**config.mk**
```make
export PLATFORM = sky130hd
export DESIGN_NAME = traffic_light_monitor
export DESIGN_NICKNAME = d
export VERILOG_FILES = /design/src/rtl/traffic_pkg.sv /design/src/rtl/phase_dwell_counter.sv /design/src/rtl/traffic_light_monitor.sv
export SDC_FILE = /design/constraint.sdc
export NUM_CORES = 1
export LEC_CHECK = 0
export ABC_AREA = 0
export CAP_MARGIN = 15
export CELL_PAD_IN_SITES_DETAIL_PLACEMENT = 0
export CELL_PAD_IN_SITES_GLOBAL_PLACEMENT = 1
export CORE_ASPECT_RATIO = 1.5
export CORE_MARGIN = 8
export CORE_UTILIZATION = 25
export DETAILED_ROUTE_END_ITERATION = 12
export HOLD_SLACK_MARGIN = 0.03
export PLACE_DENSITY_LB_ADDON = 0.1
export SYNTH_ARGS = -nofsm -noshare
export SYNTH_HDL_FRONTEND = slang
export SYNTH_SLANG_ARGS = --single-unit
export TNS_END_PERCENT = 5
```
**constraint.sdc**
```tcl
create_clock -name clock -period 2.9 [get_ports clock]
set_clock_uncertainty 0.05 [all_clocks]
set_input_delay 0.29 -clock clock [delete_from_list [all_inputs] [get_ports clock]]
set_output_delay 0.29 -clock clock [all_outputs]
set_load 0.02 [all_outputs]
```
**src/rtl/traffic_pkg.sv**
```systemverilog
// Shared definitions for the traffic-light sequencer and its monitor.
// Holds the phase encoding, the fault cause codes, the nominal tick defaults,
// and the monitor state type.
package traffic_pkg;

  // Phase encoding presented on the monitor phase output
  localparam logic [1:0] PH_IDLE  = 2'b00;
  localparam logic [1:0] PH_RED   = 2'b01;
  localparam logic [1:0] PH_GREEN = 2'b10;
  localparam logic [1:0] PH_AMBER = 2'b11;

  // Fault causes; a lower value has a higher priority
  localparam logic [2:0] FC_NONE  = 3'd0;
  localparam logic [2:0] FC_MULTI = 3'd1;
  localparam logic [2:0] FC_ORDER = 3'd2;
  localparam logic [2:0] FC_SHORT = 3'd3;
  localparam logic [2:0] FC_LONG  = 3'd4;
  localparam logic [2:0] FC_GAP   = 3'd5;

  // Nominal dwell defaults, shared with the sequencer
  localparam int unsigned DEF_RED_TICS   = 350;
  localparam int unsigned DEF_GREEN_TICS = 200;
  localparam int unsigned DEF_AMBER_TICS = 30;
  localparam int unsigned DEF_TOL        = 2;
  localparam int unsigned DEF_GAP_MAX    = 1;
  localparam int unsigned DEF_CNT_W      = 10;

  typedef enum logic [2:0] {
    ST_IDLE,
    ST_RED,
    ST_GREEN,
    ST_AMBER,
    ST_FAULT
  } state_t;

  function automatic logic [1:0] phase_of(input state_t s);
    case (s)
      ST_RED:   return PH_RED;
      ST_GREEN: return PH_GREEN;
      ST_AMBER: return PH_AMBER;
      default:  return PH_IDLE;
    endcase
  endfunction

endpackage

```
**src/rtl/phase_dwell_counter.sv**
```systemverilog
// Saturating dwell counter with clear / load-1 / increment controls and an
// in-window compare of the current count against lo/hi bounds.
// Ports:
//   i_clk, i_rst_n     clock, asynchronous active-low reset
//   i_clr              count <= 0 (highest priority)
//   i_load1            count <= 1 (start of a new phase)
//   i_inc              count <= count + 1, saturating at all-ones
//   i_lo, i_hi         dwell window bounds for the current phase
//   o_count            current count
//   o_below_lo         count < lo (exit now would be too short)
//   o_at_hi            count >= hi (one more clock would be too long)
module phase_dwell_counter #(
  parameter int unsigned CNT_W = 10
) (
  input  logic             i_clk,
  input  logic             i_rst_n,
  input  logic             i_clr,
  input  logic             i_load1,
  input  logic             i_inc,
  input  logic [CNT_W-1:0] i_lo,
  input  logic [CNT_W-1:0] i_hi,
  output logic [CNT_W-1:0] o_count,
  output logic             o_below_lo,
  output logic             o_at_hi
);

  logic [CNT_W-1:0] r_count;

  always_ff @(posedge i_clk or negedge i_rst_n) begin
    if (!i_rst_n) begin
      r_count <= '0;
    end else if (i_clr) begin
      r_count <= '0;
    end else if (i_load1) begin
      r_count <= CNT_W'(1);
    end else if (i_inc && (r_count != '1)) begin
      r_count <= r_count + 1'b1;
    end
  end

  assign o_count    = r_count;
  assign o_below_lo = (r_count < i_lo);
  assign o_at_hi    = (r_count >= i_hi);

endmodule

```
**src/rtl/traffic_light_monitor.sv**
```systemverilog
// Downstream checker for the traffic-light sequencer lamp drives.
// Checks one-hot lamps, the red->green->amber->red order, inter-phase gaps and
// per-phase dwell; latches the first fault cause until clear_fault or reset.
// Ports:
//   clock, reset_n        clock, asynchronous active-low reset
//   red, amber, green     lamp drives, sampled every rising edge
//   clear_fault           synchronous clear, returns to IDLE
//   phase                 00 idle/fault, 01 red, 10 green, 11 amber
//   dwell                 clocks the current lamp has been on (saturating)
//   fault, fault_code     sticky fault flag and first cause
//   cycles                completed red->green->amber->red cycles (wraps)
module traffic_light_monitor
  import traffic_pkg::*;
#(
  parameter int unsigned RED_TICS   = DEF_RED_TICS,
  parameter int unsigned GREEN_TICS = DEF_GREEN_TICS,
  parameter int unsigned AMBER_TICS = DEF_AMBER_TICS,
  parameter int unsigned TOL        = DEF_TOL,
  parameter int unsigned GAP_MAX    = DEF_GAP_MAX,
  parameter int unsigned CNT_W      = DEF_CNT_W
) (
  input  logic             clock,
  input  logic             reset_n,
  input  logic             red,
  input  logic             amber,
  input  logic             green,
  input  logic             clear_fault,
  output logic [1:0]       phase,
  output logic [CNT_W-1:0] dwell,
  output logic             fault,
  output logic [2:0]       fault_code,
  output logic [15:0]      cycles
);

  localparam int unsigned GAP_W = $clog2(GAP_MAX + 2);

  localparam logic [CNT_W-1:0] RED_LO   = CNT_W'(RED_TICS - TOL);
  localparam logic [CNT_W-1:0] RED_HI   = CNT_W'(RED_TICS + TOL);
  localparam logic [CNT_W-1:0] GREEN_LO = CNT_W'(GREEN_TICS - TOL);
  localparam logic [CNT_W-1:0] GREEN_HI = CNT_W'(GREEN_TICS + TOL);
  localparam logic [CNT_W-1:0] AMBER_LO = CNT_W'(AMBER_TICS - TOL);
  localparam logic [CNT_W-1:0] AMBER_HI = CNT_W'(AMBER_TICS + TOL);

  state_t           r_state;
  logic [1:0]       r_phase;
  logic             r_fault;
  logic [2:0]       r_code;
  logic [15:0]      r_cycles;
  logic [GAP_W-1:0] r_gap;

  state_t           w_state_nxt;
  logic [2:0]       w_det_code;
  logic             w_enter;
  logic             w_inc;
  logic             w_gap_inc;
  logic             w_multi;
  logic             w_off;
  logic             w_own_on;
  logic             w_next_on;
  state_t           w_next_st;

  logic [1:0]       w_phase_nxt;
  logic             w_fault_nxt;
  logic [2:0]       w_code_nxt;
  logic [15:0]      w_cycles_nxt;
  logic [GAP_W-1:0] w_gap_nxt;

  logic [CNT_W-1:0] w_lo;
  logic [CNT_W-1:0] w_hi;
  logic [CNT_W-1:0] w_dwell;
  logic             w_below_lo;
  logic             w_at_hi;

  assign w_multi = (red & amber) | (red & green) | (amber & green);
  assign w_off   = ~(red | amber | green);

  // Per-phase dwell window for the single shared counter
  always_comb begin
    w_lo = '0;
    w_hi = '1;
    case (r_state)
      ST_RED:   begin w_lo = RED_LO;   w_hi = RED_HI;   end
      ST_GREEN: begin w_lo = GREEN_LO; w_hi = GREEN_HI; end
      ST_AMBER: begin w_lo = AMBER_LO; w_hi = AMBER_HI; end
      default:  ;
    endcase
  end

  phase_dwell_counter #(
    .CNT_W (CNT_W)
  ) u_dwell (
    .i_clk      (clock),
    .i_rst_n    (reset_n),
    .i_clr      (clear_fault),
    .i_load1    (w_enter),
    .i_inc      (w_inc),
    .i_lo       (w_lo),
    .i_hi       (w_hi),
    .o_count    (w_dwell),
    .o_below_lo (w_below_lo),
    .o_at_hi    (w_at_hi)
  );

  // State register
  always_ff @(posedge clock or negedge reset_n) begin
    if (!reset_n) begin
      r_state  <= ST_IDLE;
      r_phase  <= PH_IDLE;
      r_fault  <= 1'b0;
      r_code   <= FC_NONE;
      r_cycles <= '0;
      r_gap    <= '0;
    end else begin
      r_state  <= w_state_nxt;
      r_phase  <= w_phase_nxt;
      r_fault  <= w_fault_nxt;
      r_code   <= w_code_nxt;
      r_cycles <= w_cycles_nxt;
      r_gap    <= w_gap_nxt;
    end
  end

  // Next state and fault detection. Branches are mutually exclusive in
  // priority order, so the first matching cause is the reported one.
  always_comb begin
    w_state_nxt = r_state;
    w_det_code  = FC_NONE;
    w_enter     = 1'b0;
    w_inc       = 1'b0;
    w_gap_inc   = 1'b0;
    w_own_on    = 1'b0;
    w_next_on   = 1'b0;
    w_next_st   = ST_IDLE;

    case (r_state)
      ST_RED:   begin w_own_on = red;   w_next_on = green; w_next_st = ST_GREEN; end
      ST_GREEN: begin w_own_on = green; w_next_on = amber; w_next_st = ST_AMBER; end
      ST_AMBER: begin w_own_on = amber; w_next_on = red;   w_next_st = ST_RED;   end
      default:  ;
    endcase

    case (r_state)
      ST_IDLE: begin
        if (w_multi) begin
          w_det_code = FC_MULTI;
        end else if (red) begin
          w_state_nxt = ST_RED;
          w_enter     = 1'b1;
        end else if (!w_off) begin
          w_det_code = FC_ORDER;
        end
      end
      ST_RED, ST_GREEN, ST_AMBER: begin
        if (w_multi) begin
          w_det_code = FC_MULTI;
        end else if (w_off) begin
          if (r_gap >= GAP_W'(GAP_MAX)) w_det_code = FC_GAP;
          else                          w_gap_inc  = 1'b1;
        end else if (w_own_on) begin
          // Own lamp returning after a gap is an out-of-order lamp
          if (r_gap != '0)  w_det_code = FC_ORDER;
          else if (w_at_hi) w_det_code = FC_LONG;
          else              w_inc      = 1'b1;
        end else if (w_next_on) begin
          if (w_below_lo) begin
            w_det_code = FC_SHORT;
          end else begin
            w_state_nxt = w_next_st;
            w_enter     = 1'b1;
          end
        end else begin
          w_det_code = FC_ORDER;
        end
      end
      default: ;
    endcase

    if (w_det_code != FC_NONE) w_state_nxt = ST_FAULT;
    if (clear_fault)           w_state_nxt = ST_IDLE;
  end

  // Registered output values
  always_comb begin
    w_phase_nxt = phase_of(w_state_nxt);

    w_gap_nxt = r_gap;
    if (clear_fault || w_enter) w_gap_nxt = '0;
    else if (w_gap_inc)         w_gap_nxt = r_gap + 1'b1;

    w_fault_nxt = r_fault;
    w_code_nxt  = r_code;
    if (clear_fault) begin
      w_fault_nxt = 1'b0;
      w_code_nxt  = FC_NONE;
    end else if (w_det_code != FC_NONE) begin
      w_fault_nxt = 1'b1;
      w_code_nxt  = w_det_code;
    end

    w_cycles_nxt = r_cycles;
    if (w_enter && (r_state == ST_AMBER) && !clear_fault) w_cycles_nxt = r_cycles + 16'd1;
  end

  assign phase      = r_phase;
  assign dwell      = w_dwell;
  assign fault      = r_fault;
  assign fault_code = r_code;
  assign cycles     = r_cycles;

endmodule

```
* After elaboration in Yosys (flattened, before gate mapping)
Cells that the tools add are included.
** Word-level totals
- Output and inout bits :: 32
- Bits in registers :: 37
- Bits of input ports :: 6
** Operators by class
- Order comparisons :: 3
- Mux-type cells :: 55
- Bitwise gates (word level) :: 7
- Reductions and logical operators :: 12
- $add $sub $neg :: 3
- Equality and inequality tests :: 7
** Operator list (number)
- 3-bit two-way mux :: 18
- 10-bit two-way mux :: 3
- 10-bit case mux with 3 select lines :: 1
- 9-bit case mux with 3 select lines :: 1
- 1-bit two-way mux :: 19
- 16-bit by 1-bit adder with 16-bit output (second input constant) :: 1
- 3-bit by 2-bit == test with 1-bit output (second input constant) :: 4
- 2-bit two-way mux :: 6
- 2-bit case mux with 3 select lines :: 2
- 3-bit case mux with 2 select lines :: 2
- 10-bit by 1-bit adder with 10-bit output (second input constant) :: 1
- 10-bit >= comparator :: 1
- 10-bit by 9-bit < comparator with 1-bit output :: 1
- 10-bit != test (second input constant) :: 1
- 3-bit by 1-bit == test with 1-bit output (second input constant) :: 2
- 1-bit case mux with 3 select lines :: 2
- 2-bit nonzero test :: 3
- 3-bit nonzero test :: 2
- 1-bit OR :: 4
- 1-bit bitwise AND :: 3
- 1-bit logical AND :: 3
- 3-bit logical NOT :: 1
- 3-bit OR reduction :: 1
- 2-bit by 1-bit adder with 2-bit output (second input constant) :: 1
- 4 further kinds :: 4

* Depth between registers and ports, before layout
Gate-level depths: netlist of run 1.
- Depth in word-level cells :: 14
- Mapped depth :: 12
- Gate-level depth less buffers :: 10

* By module
A second synthesis of run 1 with hierarchy kept.
** Unflattened totals
- Cells, all modules :: 277
- Area, all modules :: 2735.1 um^2
** Modules (own cells, without submodules)
- traffic_light_monitor :: cells each 161, instances 1, area each 1711.6 um^2
- phase_dwell_counter :: cells each 116, instances 1, area each 1023.5 um^2

* Least setup slack after synthesis of run 1
Ideal clock, no wire load.
- Path type :: register to register
- From :: reg r_state[2]
- To :: reg u_dwell.r_count[1] (netlist: u_dwell.o_count[1])
- Required time :: 2.778 ns
- Arrival :: 2.644 ns
- Stages on the path, launching flop included :: 13
- Clock period less this slack :: 2.766 ns
- Library setup time :: 0.072 ns
- Path slack :: 0.134 ns
- Path buffers :: 2
- Cell sequence :: dfrtp_1 buf_6 nand2b_4 or2_2 and2_1 ha_1 a21o_1 a211o_2 a21oi_2 o21bai_2 or2_1 buf_4 nor2_1
** On the way
- Cells in the longest elaborated chain, start to end :: 11
- Elaborated cells between the ends (all ways) :: 27
- Those cells by class :: order compare (2); eq/ne (3); mux (18); reduce/logical (4)
** RTL lines
- start, declared :: RTL line traffic_light_monitor.sv:44 : state_t r_state;
- start signal, assigned :: RTL line traffic_light_monitor.sv:114 : r_state <= w_state_nxt;
- 3-bit by 2-bit == test with 1-bit output / 3-bit by 1-bit == test with 1-bit output (equally long branches) :: RTL line traffic_light_monitor.sv:81, traffic_light_monitor.sv:135, traffic_light_monitor.sv:142
- 9-bit case mux with 3 select lines / 10-bit case mux with 3 select lines (equally long branches) :: RTL line traffic_light_monitor.sv:81 : case (r_state)
- 10-bit by 9-bit < comparator with 1-bit output / 10-bit >= comparator (equally long branches) :: RTL line phase_dwell_counter.sv:42, phase_dwell_counter.sv:43
- 1-bit two-way mux (on tied branches) :: RTL line traffic_light_monitor.sv:165, traffic_light_monitor.sv:162
- 1-bit two-way mux (on tied branches) :: RTL line traffic_light_monitor.sv:164, traffic_light_monitor.sv:161
- 1-bit two-way mux :: RTL line traffic_light_monitor.sv:159 : end else if (w_own_on) begin
- 1-bit two-way mux :: RTL line traffic_light_monitor.sv:156 : end else if (w_off) begin
- 1-bit two-way mux :: RTL line traffic_light_monitor.sv:154 : if (w_multi) begin
- 1-bit case mux with 2 select lines / 1-bit two-way mux (equally long branches) :: RTL line traffic_light_monitor.sv:142 : case (r_state)
- 10-bit two-way mux / 1-bit logical AND (equally long branches) :: RTL line phase_dwell_counter.sv:34, phase_dwell_counter.sv:36
- 10-bit two-way mux / 3-bit nonzero test (equally long branches)
- end signal, assigned :: RTL line phase_dwell_counter.sv:37 : r_count <= r_count + 1'b1;
- end, declared :: RTL line phase_dwell_counter.sv:27 : logic [CNT_W-1:0] r_count;
Parallel ways exist; a longest one is shown, timed or not.
A chain may end at the register's enable or synchronous reset.

* Final worst setup path of run 1
- From :: reg r_state[2]
- To :: reg r_state[1]
** On the way
- Cells in the longest elaborated chain, start to end :: 12
- Elaborated cells between the ends (all ways) :: 29
- Those cells by class :: order compare (2); eq/ne (3); mux (21); reduce/logical (3)
** RTL lines
- 3-bit by 2-bit == test with 1-bit output / 3-bit by 1-bit == test with 1-bit output (equally long branches) :: RTL line traffic_light_monitor.sv:81, traffic_light_monitor.sv:135, traffic_light_monitor.sv:142
- 9-bit case mux with 3 select lines / 10-bit case mux with 3 select lines (equally long branches) :: RTL line traffic_light_monitor.sv:81
- 10-bit by 9-bit < comparator with 1-bit output / 10-bit >= comparator (equally long branches) :: RTL line phase_dwell_counter.sv:42, phase_dwell_counter.sv:43
- 2-bit two-way mux / 3-bit two-way mux (equally long branches) :: RTL line traffic_light_monitor.sv:165, traffic_light_monitor.sv:162
- 3-bit two-way mux (on tied branches) :: RTL line traffic_light_monitor.sv:164, traffic_light_monitor.sv:161
- 3-bit two-way mux :: RTL line traffic_light_monitor.sv:159
- 3-bit two-way mux :: RTL line traffic_light_monitor.sv:156
- 3-bit two-way mux :: RTL line traffic_light_monitor.sv:154
- 3-bit case mux with 2 select lines :: RTL line traffic_light_monitor.sv:142
- 3-bit nonzero test :: RTL line traffic_light_monitor.sv:178 : if (w_det_code != FC_NONE) w_state_nxt = ST_FAULT;
- 3-bit two-way mux (*) :: RTL line traffic_light_monitor.sv:178
- 3-bit two-way mux (*) :: RTL line traffic_light_monitor.sv:179 : if (clear_fault) w_state_nxt = ST_IDLE;
- named net w_state_nxt[1] :: RTL line traffic_light_monitor.sv:51 : state_t w_state_nxt;
Mark *: on every way through the listed nets, which the timed path passes. The rest lies on a longest branch.

==> flow_summary.ini, run 1 <==
[outcome]
status = finished clean

[yosys]
synth-edff-count = 0
ys_types = 60
syn_inst = 249
synth_area_um2 = 2484
syn-num-nets = 272
seq_area_frac_synth_pct = 37.28
yosys_warnings = 0
synth_seq_cells = 37
syn_area_per_cell_um2 = 9.974
ys.flop_type = dfrtp_1
async_reset_ff_share_pct = 100.0

[route]
avgRoutedWirePerCell_um = 17.05
antenna_left = 0
firstDrtPassIters = 4
routed_wirelength_um = 7180
vias = 1988
avgViaCountPerCell = 4.722
route.detailed.drc = 0
drt_iter0_drc = 50

[flow_run]
drv.max_cap_violation_count = 0

[die]
io_pins = 38
die_w_um = 97.38
die_h_um = 138.1
die-area_um2 = 13450
rows = 44
core_um2 = 9689
initial_core_util_pct = 25.63

[layout]
antenna_cells = 0
area_growth_pct = 34.21
fin_nets = 328
most-common-layout-cells = 36 x clkdlybuf4s50_1, 34 x dfrtp_1, 30 x nor2_1
stdcell_area_um2 = 3333
drive_above_1_share_pct = 22.55
layout_commonest_cell = clkdlybuf4s50_1

[setup_path]
path_max_fanout = 5
worstSetupEndpointType = register
arrival_ps = 2930
startpoint_type = register
cp.required_ps = 3010
path_class = register to register

[timing]
clock.fmax_mhz = 355.5
finalSetupViolCount = 0
finalSetupTns_ps = 0
grt_setup_unrepaired = yes
slew_viol_final = 0
worstMarginPinSlew_ps = 870.2
finalCritPeriodShare_pct = 97.00
finalWorstSetupSlack_ps = 87.03
hold_ws_ps = 68.77
timing.slew.headroom_pct = 41.99
post-route-min-period_ps = 2813
hold_viol = 0

[pwr]
ir_drop_uv = 316.4
total_leakage_power_nw = 1.400
power_mw = 1.266
power_density_nw_per_um2 = 379.9

[clock_tree]
numCtsBuffers = 5
cts-root-buf = clkbuf_16
clockBufferDepth = 2
cts.sinks = 37
cts_htree_levels = 2
cts_tree = built
clock_latency_ps = 280
clk_pin_slew_ps = 60

[place]
gp_congestion = 0.7480
dpl.hpwl_um = 5520
placedInstanceArea_um2 = 3029
portBuffers = 37
pre_cts_ws_ps = -84.75

[global_routing]
top_usage_layer = met2
use_met2_pct = 19.96
grt_use_met3_pct = 2.693
met1_usage_pct = 10.68
grt-ovfl-total = 0
grt_pass1_vias = 2170
antenna_found_initial = 0
grt_first_pass_wirelength_um = 11510
grt_usage_pct = 10.68
grt_max_degree = 38

[hold_path]
hp-class = input port to asynchronous set/reset pin
==> cell usage after synthesis (all sizes together), types with 2 or more instances <==
library cell | number | area [um^2]
a211oi | 4 | 40.03
a21oi | 6 | 33.78
and2 | 5 | 32.53
and3 | 6 | 38.79
and4 | 2 | 17.52
and4bb | 3 | 37.54
buf | 6 | 48.79
clkbuf | 2 | 27.53
dfrtp | 37 | 925.9
ha | 17 | 212.7
inv | 11 | 41.29
mux2 | 2 | 22.52
mux2i | 4 | 40.04
nand2 | 11 | 41.29
nand2b | 4 | 35.03
nand3 | 12 | 60.06
nand4 | 10 | 62.56
nor2 | 31 | 118.9
nor3 | 14 | 75.07
nor3b | 2 | 15.01
o211ai | 3 | 36.28
o21ai | 4 | 20.01
o21bai | 3 | 26.27
o22ai | 2 | 12.51
or2 | 3 | 18.77
xnor2 | 24 | 210.2
xor2 | 2 | 17.52
==> per-layer routing <==
metal	part of all wire (%)	routed length (um)	up-vias
met4	2.9	209	0
li1	-	-	997
met1	39	2836	943
met3	3.8	271	13
met2	54	3863	35
met5	0	0	-
==> critical path, stage by stage (launching register included) <==
cell and delay (ps):
dfrtp_2 460, nand2b_4 160, or2_4 230, and2_4 140, ha_4 250, nand4_1 140, a211oi_4 310, a21oi_4 130
or4b_4 550, a22oi_2 200, nor2_1 80
==> through the flow <==
step           cells  util [%]
2_1_floorplan    249         -
4_1_cts          416     33.01
3_3_place_gp     408     31.26
6_report         421     34.40
3_5_place_dp     408     31.26
5_1_grt          421     34.40
==> repair_timing <==
action / in CTS / in global routing
setup buffers: 0 / 5
endpoints found under the setup margin: 17 / 23
hold buffers: 0 / 0
pin swaps: 1 / 9
gates resized for setup: 2 / 18
==> cell families after synthesis <==
| logic type | Yosys count | synth area share, % |
|---|---|---|
| fa+ha+maj | 17 | 8.564 |
| compound gates | 33 | 11.79 |
| mux | 6 | 2.519 |
| buf+inv | 19 | 4.735 |
| flops | 37 | 37.28 |
| xor+xnor | 26 | 9.169 |
| simple gates | 111 | 25.95 |
==> registers in the layout, summed over array words and instances (netlist names) <==
name / flops
fault: 1
r_gap: 2
r_state: 3
u_dwell.o_count: 10
cycles: 16
phase: 2
fault_code: 3
==> path summary, 6_finish.rpt <==
check                            from    endpoint  slack, ps  depth (start not counted)
max reg2reg                r_state[2]  r_state[1]         90                         10
max                        r_state[2]  r_state[1]         90                         10
min reg2reg                cycles[15]  cycles[15]        430                          1
min in group clock         cycles[15]  cycles[15]        430                          1
min                           reset_n  r_state[0]         70                          1
max in group asynchronous     reset_n  r_state[1]       2140                          1
==> power by group <==
| group | switching (mW) | internal (mW) | total [mW] |
|---|---|---|---|
| Sequential | 0.00950 | 0.524 | 0.534 |
| Combinational | 0.0749 | 0.0597 | 0.135 |
| Clock | 0.229 | 0.369 | 0.598 |
==> final cells by class <==
type / instances / area [um^2]
Clock buffer: 7 / 152.6
Tap cell: 115 / 143.9
Inverter: 11 / 41.29
Fill cell: 1046 / 6356
Multi-Input combinational cell: 193 / 1541
Timing Repair Buffer: 57 / 515.5
Sequential cell: 37 / 929.6
Clock inverter: 1 / 8.758
(Power assumes the default switching activity.)
==> run 2: changes to the inputs <==
- CORE_UTILIZATION: 25 -> 38
==> run 2 against run 1 <==
Effect of this change: non-clock buffer count shrank 6; critical path type unchanged; combinational power shrank 9.6%; register-to-register slack lost 20 ps; hold slack lost 13 ps; maximum frequency shrank 0.67%; critical path depth is the same; sequential power is essentially flat; highest routed layer unchanged.
==> flow_summary.ini, run 2 (synthesis gave the netlist of run 1 again) <==
[outcome]
status = finished clean

[clock_tree]
clock_latency_ps = 300
clockBufferDepth = 2
cts_htree_levels = 2
holdBufCountCts = 0
clk_pin_slew_ps = 80
cts.sinks = 37
numCtsBuffers = 5
cts-root-buf = clkbuf_8
cts_tree = built

[layout]
antenna_cells = 0
layout_commonest_cell = dfrtp_1
fill_cells = 630
largest_register_ff_count = 16
seq_area_um2 = 925.9
fin_nets = 322
most-common-layout-cells = 37 x dfrtp_1, 36 x clkdlybuf4s50_1, 30 x nor2_1
multi_input_area_um2 = 1460
finish.utilization_pct = 48.44
stdcell_area_um2 = 3098
area_growth_pct = 24.74
drive_above_1_share_pct = 17.67

[place]
gp_congestion = 0.8274
dpl.hpwl_um = 4938
portBuffers = 37
placedInstanceArea_um2 = 2973

[die]
initial_core_util_pct = 38.83
die-area_um2 = 9432
die_h_um = 115.0
die_w_um = 82.01
core_um2 = 6396
io_pins = 38
rows = 36

[global_routing]
antenna_found_initial = 0
grt_max_degree = 38
grt_pass1_vias = 2055
grt_usage_pct = 14.52
grt-ovfl-total = 0
grt_first_pass_wirelength_um = 10550

[flow_run]
drv.max_cap_violation_count = 0

[timing]
hold_viol = 0
post-route-min-period_ps = 2832
grt_setup_unrepaired = yes
hold_ws_ps = 55.94
finalCritPeriodShare_pct = 97.65
timing.slew.headroom_pct = 41.26
finalSetupTns_ps = 0
finalSetupViolCount = 0
clock.fmax_mhz = 353.1
worstMarginPinSlew_ps = 881.1
slew_viol_final = 0

[route]
antenna_left = 0
avgViaCountPerCell = 5.348
route.detailed.drc = 0
firstDrtPassIters = 4
vias = 2011
routed_wirelength_um = 6475
avgRoutedWirePerCell_um = 17.22
drt_iter0_drc = 55

[pwr]
total_leakage_power_nw = 1.340
ir_drop_uv = 285.8
power_density_nw_per_um2 = 348.3

[setup_path]
r2r_cells = 10
reg2reg_slack_ps = 70
path_class = register to register
path_max_fanout = 5
r2r-end = r_state[1]
worstSetupEndpointType = register
r2r-start = r_state[2]
cp.required_ps = 3030
startpoint_type = register
arrival_ps = 2960

[hold_path]
hp-class = input port to asynchronous set/reset pin
## run 2: cell types whose count changed in the layout (fill, tap and decap cells not counted), moves of 2 or more
cell / before / now
ha_4: 2 / 0
dfrtp_2: 3 / 0
ha_1: 15 / 17
dfrtp_1: 34 / 37
clkbuf_8: 2 / 7
buf_4: 20 / 14
clkbuf_16: 5 / 0
## run 2: critical path: stages, from the launching register on
cell and delay, ps:
dfrtp_1 470, o21bai_1 170, inv_1 100, ha_1 320
o21bai_1 170, a21bo_1 200, a211oi_2 300, a21oi_2 180
or4b_4 550, a22oi_2 160, nor2_1 70
## run 2: worst max-delay path by stage
stage,start,endpoint,cells after the start
CTS,r_state[0],r_gap[1],11
global route,r_state[0],r_gap[1],11
global placement,r_state[2],phase[0],9
detailed placement,r_state[2],r_gap[1],10
finish,r_state[2],r_state[1],10
floorplan,r_state[2],u_dwell.o_count[1],12
## run 2: timing repair
item | 4_1_cts | 5_1_grt
resized for setup | 0 | 4
endpoints found under the setup margin | 0 | 25
setup buffers | 0 | 0
## run 2: layout make-up
type | instances | area share, %
Clock buffer | 7 | 3.110
Multi-Input combinational cell | 193 | 47.13
Sequential cell | 37 | 29.89
Clock inverter | 1 | 0.2827
Tap cell | 76 | 3.069
Timing Repair Buffer | 51 | 15.19
Inverter | 11 | 1.333
## run 2: power breakdown
group	leakage, nW	switching (mW)	internal, mW
Clock	0.0549	0.206	0.220
Sequential	0.512	0.00818	0.523
Combinational	0.773	0.0709	0.0513
Total	1.34	0.285	0.794
## run 2: routing by layer
metal / vias up / track usage [%] / wire [um]
li1: 990 / - / -
met1: 981 / 15.58 / 2664
met2: 33 / 26.85 / 3491
met3: 7 / 3.130 / 212
met4: 0 / 4.471 / 105
met5: - / 0 / 0
## run 2: through the flow
step / setup WS (ps) / instances / total power, mW
2_1_floorplan: 134.4 / 249 / 0.6170
3_3_place_gp: 36.50 / 368 / 0.6615
3_5_place_dp: 5.103 / 368 / 0.6629
4_1_cts: 8.035 / 376 / 1.093
5_1_grt: -47.42 / 376 / 1.126
6_report: 68.14 / 376 / 1.079
==> run 3: changes to the inputs <==
- CAP_MARGIN: 15 -> 40
==> run 3 against run 2 <==
Effect of this change: wire length is 0.65% lower; combinational power is 5% higher; maximum frequency hardly changed; worst setup slack better by 1.6 ps; die area stayed put; first-iteration DRC count is 36% higher; largest cell class unchanged; largest power group unchanged.
==> flow_summary.ini, run 3 (synthesis gave the netlist of run 1 again) <==
[outcome]
status = finished clean

[timing]
finalCritPeriodShare_pct = 97.60
post-route-min-period_ps = 2830
finalSetupTns_ps = 0
slew_viol_final = 0
grt_setup_unrepaired = yes
timing.slew.headroom_pct = 67.21
hold_viol = 0
clock.fmax_mhz = 353.3
finalSetupViolCount = 0
worstMarginPinSlew_ps = 488.8

[layout]
fin_nets = 324
area_growth_pct = 25.29
largest_register_ff_count = 16
most-common-layout-cells = 37 x dfrtp_1, 36 x clkdlybuf4s50_1, 30 x nor2_1
layout_commonest_cell = dfrtp_1
multi_input_area_um2 = 1468
seq_area_um2 = 925.9
finish.utilization_pct = 48.65
fill_cells = 644
drive_above_1_share_pct = 17.28
antenna_cells = 0

[setup_path]
startpoint_type = register
worstSetupEndpointType = register
arrival_ps = 2950
path_max_fanout = 5
cp.required_ps = 3020
r2r_cells = 10
path_class = register to register
reg2reg_slack_ps = 70

[route]
avgViaCountPerCell = 5.308
route.detailed.drc = 0
wl_met1_um = 2622
routed_wirelength_um = 6433
antenna_left = 0
drt_iter0_drc = 75
dr.max_layer_used = met4
dr_wl_met3_um = 187
met2_length_um = 3553
vias = 2001
firstDrtPassIters = 4
avgRoutedWirePerCell_um = 17.06

[pwr]
total_leakage_power_nw = 1.345
power_density_nw_per_um2 = 326.1
ir_drop_uv = 230.7

[clock_tree]
cts_htree_levels = 2
cts.sinks = 37
cts-root-buf = clkbuf_8
clock_latency_ps = 290
cts_tree = built
cts_setup_buffers = 0
clk_pin_slew_ps = 80
clockBufferDepth = 2
numCtsBuffers = 5

[hold_path]
hp-class = input port to asynchronous set/reset pin

[global_routing]
grt_pass1_vias = 2085
grt_max_degree = 27
grt_first_pass_wirelength_um = 10580
antenna_found_initial = 0
grt-ovfl-total = 0
grt_usage_pct = 14.58

[die]
die_h_um = 115.0
die_w_um = 82.01
initial_core_util_pct = 38.83
core_um2 = 6396
rows = 36
die-area_um2 = 9432
io_pins = 38

[flow_run]
drv.max_cap_violation_count = 0

[place]
gp_congestion = 0.8274
dpl.hpwl_um = 5050
portBuffers = 37
## run 3: cell types whose count changed in the layout (fill, tap and decap cells not counted)
| cell | previous run | this run |
|---|---|---|
| dlygate4sd3_1 | 0 | 1 |
| clkbuf_1 | 0 | 1 |
| o21bai_2 | 0 | 1 |
| a211oi_4 | 0 | 1 |
| inv_6 | 1 | 0 |
| a21oi_4 | 0 | 1 |
| a21oi_2 | 1 | 0 |
| clkbuf_8 | 7 | 5 |
| o21bai_4 | 1 | 0 |
| buf_12 | 0 | 1 |
| a211oi_2 | 2 | 1 |
| clkinv_4 | 0 | 1 |
## run 3: final cells by class
cell class                 count  area share (%)
inverter                      11           1.327
timing repair buffer          53           16.08
tap                           76           3.056
sequential                    37           29.75
multi-input combinational    193           47.17
clock buffer                   6           2.332
clock inverter                 1          0.2815
## run 3: worst paths after layout
kind                                  from          to
worst min register to register  cycles[15]  cycles[15]
worst max-delay path            r_state[2]  r_state[1]
worst min-delay path               reset_n   cycles[0]
worst max register to register  r_state[2]  r_state[1]
max in group asynchronous          reset_n   cycles[7]
min in group clock              cycles[15]  cycles[15]
## run 3: layer usage
layer | vias to the layer above | GRT usage, %
met5 | - | 0
li1 | 987 | -
met2 | 27 | 27.01
met1 | 982 | 15.84
met3 | 5 | 2.660
met4 | 0 | 4.588
## run 3: power breakdown
part           leakage (nW)  total [mW]  internal, mW  switching (mW)
Clock                0.0412       0.356         0.167           0.189
Sequential            0.512       0.531         0.523         0.00798
Combinational         0.791       0.128        0.0558          0.0725
## run 3: critical path, stage by stage, from the launching register on
cell and delay (ps):
dfrtp_1 460, o21bai_1 170, inv_1 100, ha_1 320, o21bai_1 160, a21bo_1 220, a211oi_4 320, a21oi_4 130
or4b_4 540, a22oi_2 160, nor2_1 70
## run 3: repair_timing
item | 4_1_cts | 5_1_grt
endpoints found under the setup margin | 3 | 13
pin swaps | 0 | 3
gates resized for setup | 2 | 3
hold buffers | 1 | 0
endpoints found under the hold margin | 11 | 0
## run 3: per-stage QoR
step | hold WS (ps) | instances | setup WS [ps] | area, um^2 | power [mW]
2_1_floorplan | -55.59 | 249 | 134.4 | 2484 | 0.6170
3_3_place_gp | 413.8 | 368 | 36.50 | 2973 | 0.6615
3_5_place_dp | 151.0 | 369 | 6.374 | 2993 | 0.6653
4_1_cts | 395.3 | 377 | 82.69 | 3092 | 1.032
5_1_grt | 419.7 | 377 | -40.11 | 3112 | 1.059
6_report | 380.5 | 377 | 69.72 | 3112 | 1.015
